--- config.mk ---
export PLATFORM = sky130hd
export DESIGN_NAME = load_hazard_unit
export DESIGN_NICKNAME = d
export VERILOG_FILES = /design/src/rtl/load_hazard_unit.sv
export SDC_FILE = /design/constraint.sdc
export NUM_CORES = 1
export LEC_CHECK = 0
export ABC_AREA = 1
export CAP_MARGIN = 20
export CORE_MARGIN = 2
export CORE_UTILIZATION = 35
export CTS_BUF_LIST = sky130_fd_sc_hd__clkbuf_8
export DETAILED_ROUTE_END_ITERATION = 8
export HOLD_SLACK_MARGIN = 0.06
export MAX_ROUTING_LAYER = met4
export PLACE_DENSITY = 0.74
export SLEW_MARGIN = 15
export SYNTH_ARGS = -nofsm -noshare
export SYNTH_HDL_FRONTEND = slang
export SYNTH_SLANG_ARGS = --single-unit
--- constraint.sdc ---
create_clock -name clk -period 4.5 [get_ports clk]
set_input_delay 0.45 -clock clk [delete_from_list [all_inputs] [get_ports clk]]
set_output_delay 0.45 -clock clk [all_outputs]
set_load 0.05 [all_outputs]
--- src/rtl/load_hazard_unit.sv ---
// Load-use hazard and pipeline-freeze controller for the 5-stage core.
// Tracks in-flight loads for LOAD_LAT cycles and steers PC, IF/ID and ID/EX control.
module load_hazard_unit #(
  parameter int              REG_W       = 4,
  parameter int              OP_W        = 3,
  parameter int              LOAD_LAT    = 1,
  parameter logic [OP_W-1:0] NO_RT_OP0   = OP_W'(3'b011),
  parameter logic [OP_W-1:0] NO_RT_OP1   = OP_W'(3'b110),
  parameter bit              ZERO_REG_EN = 1'b1,
  parameter int              CNT_W       = 16
) (
  input  logic             clk,
  input  logic             rst_n,
  input  logic             ex_mem_read,
  input  logic [REG_W-1:0] ex_rt,
  input  logic             id_valid,
  input  logic [REG_W-1:0] id_rs,
  input  logic [REG_W-1:0] id_rt,
  input  logic [OP_W-1:0]  id_op,
  input  logic             mem_busy,
  input  logic             branch_taken,
  input  logic             stat_clr,
  output logic             pc_write_en,
  output logic             ifid_write_en,
  output logic             ifid_flush,
  output logic             idex_flush,
  output logic             pipe_freeze,
  output logic [CNT_W-1:0] stall_cnt
);

  // With LOAD_LAT=1 there are no pending entries; one dummy slot is kept
  // so the array stays legal, and its valid bit is never set.
  localparam bit HAS_PEND = (LOAD_LAT > 1);
  localparam int PEND_N   = HAS_PEND ? (LOAD_LAT - 1) : 1;

  typedef enum logic {
    ST_RESET,
    ST_RUN
  } state_e;

  typedef enum logic [2:0] {
    SEL_RESET,
    SEL_FREEZE,
    SEL_BRANCH,
    SEL_STALL,
    SEL_RUN
  } sel_e;

  state_e           stateQ;
  state_e           stateD;
  sel_e             sel;
  logic [PEND_N-1:0] pendValid;
  logic [REG_W-1:0] pendRd [PEND_N];
  logic [CNT_W-1:0] cntQ;
  logic             rsMatch;
  logic             rtMatch;
  logic             usesRt;
  logic             hazard;

  // Control stays at its reset values until the first edge after rst_n rises.
  always_ff @(posedge clk or negedge rst_n) begin
    if (!rst_n) begin
      stateQ <= ST_RESET;
    end else begin
      stateQ <= stateD;
    end
  end

  always_comb begin
    stateD = stateQ;
    case (stateQ)
      ST_RESET: stateD = ST_RUN;
      ST_RUN:   stateD = ST_RUN;
      default:  stateD = ST_RESET;
    endcase
  end

  // Pending-load shift register; held while the pipe is frozen.
  always_ff @(posedge clk or negedge rst_n) begin
    if (!rst_n) begin
      pendValid <= '0;
      for (int k = 0; k < PEND_N; k++) begin
        pendRd[k] <= '0;
      end
    end else if (!pipe_freeze) begin
      pendValid[0] <= ex_mem_read && HAS_PEND;
      pendRd[0]    <= ex_rt;
      for (int k = 1; k < PEND_N; k++) begin
        pendValid[k] <= pendValid[k-1];
        pendRd[k]    <= pendRd[k-1];
      end
    end
  end

  always_comb begin
    rsMatch = ex_mem_read && (ex_rt == id_rs);
    rtMatch = ex_mem_read && (ex_rt == id_rt);
    for (int k = 0; k < PEND_N; k++) begin
      if (pendValid[k] && (pendRd[k] == id_rs)) rsMatch = 1'b1;
      if (pendValid[k] && (pendRd[k] == id_rt)) rtMatch = 1'b1;
    end
    if (ZERO_REG_EN && (id_rs == '0)) rsMatch = 1'b0;
    if (ZERO_REG_EN && (id_rt == '0)) rtMatch = 1'b0;
    usesRt = (id_op != NO_RT_OP0) && (id_op != NO_RT_OP1);
    hazard = id_valid && (rsMatch || (usesRt && rtMatch));
  end

  // Fixed priority: reset, memory freeze, taken branch, load-use stall.
  always_comb begin
    sel = SEL_RUN;
    if (stateQ == ST_RESET) begin
      sel = SEL_RESET;
    end else if (mem_busy) begin
      sel = SEL_FREEZE;
    end else if (branch_taken) begin
      sel = SEL_BRANCH;
    end else if (hazard) begin
      sel = SEL_STALL;
    end
  end

  always_comb begin
    pc_write_en   = 1'b1;
    ifid_write_en = 1'b1;
    ifid_flush    = 1'b0;
    idex_flush    = 1'b0;
    pipe_freeze   = 1'b0;
    case (sel)
      SEL_RESET: begin
        pc_write_en   = 1'b0;
        ifid_write_en = 1'b0;
        ifid_flush    = 1'b1;
        idex_flush    = 1'b1;
      end
      SEL_FREEZE: begin
        pc_write_en   = 1'b0;
        ifid_write_en = 1'b0;
        pipe_freeze   = 1'b1;
      end
      SEL_BRANCH: begin
        ifid_flush = 1'b1;
        idex_flush = 1'b1;
      end
      SEL_STALL: begin
        pc_write_en   = 1'b0;
        ifid_write_en = 1'b0;
        idex_flush    = 1'b1;
      end
      default: begin
        pc_write_en   = 1'b1;
        ifid_write_en = 1'b1;
      end
    endcase
  end

  // Saturating stall counter; a clear in a stall cycle discards that cycle.
  always_ff @(posedge clk or negedge rst_n) begin
    if (!rst_n) begin
      cntQ <= '0;
    end else if (stat_clr) begin
      cntQ <= '0;
    end else if ((sel == SEL_STALL) && (cntQ != {CNT_W{1'b1}})) begin
      cntQ <= cntQ + 1'b1;
    end
  end

  assign stall_cnt = cntQ;

endmodule
=== Word level (Yosys, flattened, before mapping) ===
Cells that the tools add are included.

* Word-level logic and storage cells: 37
* Bits in registers: 17
* Output and inout bits: 21

* Eq/ne operators: 8
* Mux-type cells: 12
* Add/sub/neg operators: 1
* Reduce and logical (&&, ||, !) cells: 14

{| class="wikitable"
|+ Operators by type and width
! kind !! number
|-
| $mux W16 || 2
|-
| $add A16 B1 Y16 const B || 1
|-
| $ne A16 B16 Y1 const B || 1
|-
| $mux W3 || 4
|-
| $eq A4 B4 Y1 || 2
|-
| $logic_not A4 Y1 || 2
|-
| $eq A3 B2 Y1 const B || 2
|-
| $logic_and A1 B1 Y1 || 6
|-
| $mux W1 || 6
|-
| $reduce_or A3 Y1 || 2
|-
| $eq A3 B1 Y1 const B || 1
|-
| $logic_not A3 Y1 || 1
|-
| $ne A3 B2 Y1 const B || 1
|-
| $ne A3 B3 Y1 const B || 1
|-
| $reduce_bool A2 Y1 || 1
|-
| $reduce_or A2 Y1 || 1
|-
| $logic_or A1 B1 Y1 || 1
|}

=== Logic depth before layout (Yosys ltp) ===
* Depth after elaboration: 14
* Depth in mapped cells: 11
* Mapped depth without buffers: 10

=== Worst setup path before layout ===
No wires, ideal clock.

* Kind: in2out
* From: input id_op[0]
* To: output pc_write_en
* Data required time: 4.050 ns
* Stages: 7
* Path buffers: 1
* Arrival: 1.639 ns
* Path slack: 2.411 ns
* Cell sequence: or2_1 nand3_1 nand2_1 o21ai_2 nand2_1 and3_1 buf_4

* Longest elaborated chain between the ends: 12
* Elaborated cells on any way between the ends: 15
* Those cells by class: eq/ne: 4; mux: 5; reduce/logical: 6

{| class="wikitable"
|+ RTL lines
! element !! line !! RTL
|-
| start: declaration || 19 || <nowiki>input logic [OP_W-1:0] id_op,</nowiki>
|-
| $ne A3 B2 Y1 / $ne A3 B3 Y1 (equally long branches) || 104 || <nowiki>usesRt = (id_op != NO_RT_OP0) && (id_op != NO_RT_OP1);</nowiki>
|-
| $logic_and A1 B1 Y1 * || 104 ||
|-
| $logic_and A1 B1 Y1 * || 105 || <nowiki>hazard = id_valid && (rsMatch || (usesRt && rtMatch));</nowiki>
|-
| $logic_or A1 B1 Y1 * || 105 ||
|-
| $logic_and A1 B1 Y1 * || 105 ||
|-
| $mux W3 * || 117 || <nowiki>end else if (hazard) begin</nowiki>
|-
| $mux W3 * || 115 || <nowiki>end else if (branch_taken) begin</nowiki>
|-
| $mux W3 * || 113 || <nowiki>end else if (mem_busy) begin</nowiki>
|-
| $mux W3 * || 111 || <nowiki>if (stateQ == ST_RESET) begin</nowiki>
|-
| $eq A3 B2 Y1, or another cell as far along || - ||
|-
| $reduce_or A3 Y1 (no source line) * || - ||
|-
| $mux W1 * || - ||
|-
| end: declaration || 23 || <nowiki>output logic pc_write_en,</nowiki>
|}

Every way passes the cells marked *; elsewhere a longest branch is shown, timed or not.

=== Final worst setup path ===
* From: input ex_rt[2]
* To: output ifid_write_en

* Longest elaborated chain between the ends: 13
* Elaborated cells on any way between the ends: 18
* Those cells by class: eq/ne: 4; mux: 7; reduce/logical: 7

{| class="wikitable"
|+ RTL lines
! element !! line !! RTL
|-
| start: declaration || 15 || <nowiki>input logic [REG_W-1:0] ex_rt,</nowiki>
|-
| $eq A4 B4 Y1 || 97 || <nowiki>rtMatch = ex_mem_read && (ex_rt == id_rt);</nowiki>
|-
| $logic_and A1 B1 Y1 || 97 ||
|-
| $mux W1 || 103 || <nowiki>if (ZERO_REG_EN && (id_rt == '0)) rtMatch = 1'b0;</nowiki>
|-
| $logic_and A1 B1 Y1 || 105 ||
|-
| $logic_or A1 B1 Y1 * || 105 ||
|-
| $logic_and A1 B1 Y1 * || 105 ||
|-
| $mux W3 * || 117 ||
|-
| $mux W3 * || 115 ||
|-
| $mux W3 * || 113 ||
|-
| $mux W3 * || 111 ||
|-
| $eq A3 B2 Y1, or another cell as far along || 128 || <nowiki>case (sel)</nowiki>
|-
| $reduce_or A3 Y1 (no source line) * || - ||
|-
| $mux W1 * || 128 ||
|-
| end: declaration || 24 || <nowiki>output logic ifid_write_en,</nowiki>
|}

Marked as above.

==> impl_metrics.yaml <==
timing:
  fmax_mhz: 348
  setup_violations: 0
  drv_slew: 0
  fin_setup_tns_ps: 0
  period_minus_slack_ps: 2870
  hold_violations: 0
  relSlewSlack: 0.484
  tightest_slew_ps: 772
  period_share: 0.638
  fin_skew_ps: 2.22
  rsz0062_at_grt: "false"
setup_path:
  worst_ep_arrival_time_ps: 2420
  r2r_start: "stall_cnt[0]"
  cp_slowest_stage_delay_ps: 700
  cp-end-kind: "primary output"
  path_max_fanout: 3
  critPathRequiredTime_ps: 4050
  worst-path-buf-inv: 3
  setup.worst_path.start: "ex_rt[2]"
  critPathLaunchType: "primary input"
  cp_common_cell: "nand2_1"
  criticalPathCategory: "in -> out"
  path_cells: "clkdlybuf4s50_1 > inv_2 > nand2_1 > nand2_1 > nor2_1 > nand2_2 > o21ai_2 > nand2_1 > and3_1 > clkdlybuf4s50_1"
  cp_top_family: "buffers and inverters"
  cpMaxStageDelayCell: "clkdlybuf4s50_1"
synth:
  synth_nets: 239
  syn_inst: 216
  syn_area_per_cell_sq_um: 6.88
  yosys.area.top_type: "dfrtp_1"
  ys_seq_area_frac: 0.286
  ys_types: 29
  synth.top_cell.area_share: 0.286
  synth-seq-cells: 17
  synth_area_sq_mm: 0.00149
  yosysWarnings: 0
  synth_area_leaders: "dfrtp_1, nand2_1, nand2_2"
clocking:
  cts_resized: 0
  cts_sinks: 17
  worstSkewPairLatency_ps: 260
  post-cts-setup-buffers: 0
  hold_buffers: 0
  cts_tree: "built"
  htreeDepth: 1
  clkTransAtPathRegs_ps: 70
  cts-root-buf: "clkbuf_8"
  numCtsBuffers: 3
  clock_path_buffers: 2
floorplan:
  rows: 23
  start_util: 0.366
  die_w_um: 69.2
  core_area_sq_mm: 0.00406
  io_pins: 43
  die-area_sq_mm: 0.00478
  die_y_um: 69.2
power:
  p_int_mw: 0.257
  swShare: 0.323
  leakagePower_nw: 0.949
  power_mw: 0.380
  clockPowerShare: 0.321
  p_comb_frac: 0.252
  p_seq_frac: 0.427
  p_switching_mw: 0.123
  power.density_mw_per_mm2: 196
  peakVddDrop_mv: 0.137
detailed_routing:
  num_vias: 1420
  wl_per_cell_um: 11.3
  drc: 0
  first_pass_iters: 4
  ant_nets: 0
  drt_iter0_markers: 25
  via_per_inst: 4.64
  routed_wl_um: 3470
finish:
  final_area_sq_mm: 0.00194
  layout_common_cells: "nand2_1, clkdlybuf4s50_1, nor2_1"
  final_cells: 306
  n_antenna_cell: 0
  nets: 280
  syn_to_final_growth_pct: 30.6
  fill_cells: 425
  drive_gt1_frac: 0.152
  mostFrequentLayoutCell: "nand2_1"
  multiInputGateArea_sq_um: 893
  seq_area_sq_um: 425
global_route:
  overflow: 0
  grt_max_degree: 18
  antenna_found_initial: 0
  globalRouteTotalUtil: 0.156
  grt_pass1_vias: 1397
  grt_pass1_wl_um: 6150
placed_design:
  gp_congestion: 0.861
  place_inst: 302
  hpwl_um: 2620
  port_buffers: 42
  place_area_sq_mm: 0.00190
outcome:
  status: "completed"
run:
  maxCapViolCount: 0
hold_path:
  hold_class: "reg -> reg"
  hold_start: "stall_cnt[6]"
-- final timing paths --
kind / depth (start not counted) / to / slack [ps]
worst min register to register: 2 / stall_cnt[6] / 620
worst max-delay path: 10 / ifid_write_en / 1630
worst min-delay path: 2 / stall_cnt[6] / 620
min in group asynchronous: 1 / stall_cnt[13] / 640
max in group asynchronous: 1 / stall_cnt[3] / 3380
worst max register to register: 8 / stall_cnt[13] / 2630
-- state kept, by name, summed over array words and instances, names as in the netlist --
register,flops
stateQ,1
stall_cnt,16
-- cell type report --
class	instances	area share
repair buffers	42	0.216
clock buffers	3	0.0213
well taps	50	0.0322
flip-flops and latches	17	0.219
multi-input cells	168	0.460
clock inverters	1	0.00258
inverters	25	0.0483
-- per-stage QoR --
stage / hold WS, ps / worst slack, ps / utilization
after CTS: 619 / 1610 / 0.479
final: 618 / 1630 / 0.479
after global routing: 649 / 1480 / 0.479
after floorplan: 154 / 2410 / -
after global placement: 587 / 1660 / 0.467
after detailed placement: 599 / 1620 / 0.467
-- routing by layer --
metal	GRT usage	vias to the layer above	part of all wire
met4	0.0458	0	0.015
met3	0.0189	5	0.043
li1	-	743	-
met5	-	-	0
met2	0.265	41	0.46
met1	0.194	631	0.48
-- cells by family after synthesis --
kind of cell,Yosys count,share of synthesized area
other,1,0.00252
adder cells (fa/ha/maj),1,0.00842
AND/OR/NAND/NOR,151,0.504
AO/OA/AOI/OAI,2,0.00926
XOR/XNOR,13,0.0766
buffers and inverters,31,0.113
flip-flops,17,0.286
-- Yosys cell counts --
master,instances
nor2_1,31
nand2_1,60
nand2_2,22
clkinv_1,1
dfrtp_1,17
nor3b_4,1
xor2_1,11
inv_1,20
ha_1,1
clkbuf_8,2
nand4_2,1
nand3_2,1
nand3_1,26
buf_6,1
xnor2_1,2
nor3_2,1
conb_1,1
nand2_4,1
buf_12,1
o21ai_2,1
nand4_1,1
or2_1,1
nor3b_1,1
inv_2,4
o21ai_0,1
nor3_4,1
and3_1,1
buf_4,2
nand3_4,2
-- power by group through the flow --
| stage | Sequential [mW] | Combinational (mW) | Clock (mW) |
|---|---|---|---|
| 6_report | 0.162 | 0.0958 | 0.122 |
| 5_1_grt | 0.163 | 0.104 | 0.130 |
| 4_1_cts | 0.162 | 0.0971 | 0.122 |
| 2_1_floorplan | 0.176 | 0.0489 | 0 |
| 3_3_place_gp | 0.165 | 0.0950 | 0 |
| 3_5_place_dp | 0.165 | 0.0966 | 0 |
-- worst min-delay path, delay by kind of cell, from the launching register on --
| family | cells | cell delay, ps |
|---|---|---|
| simple gates | 2 | 180 |
| flops | 1 | 410 |
Power figures use the tool's default switching activity.
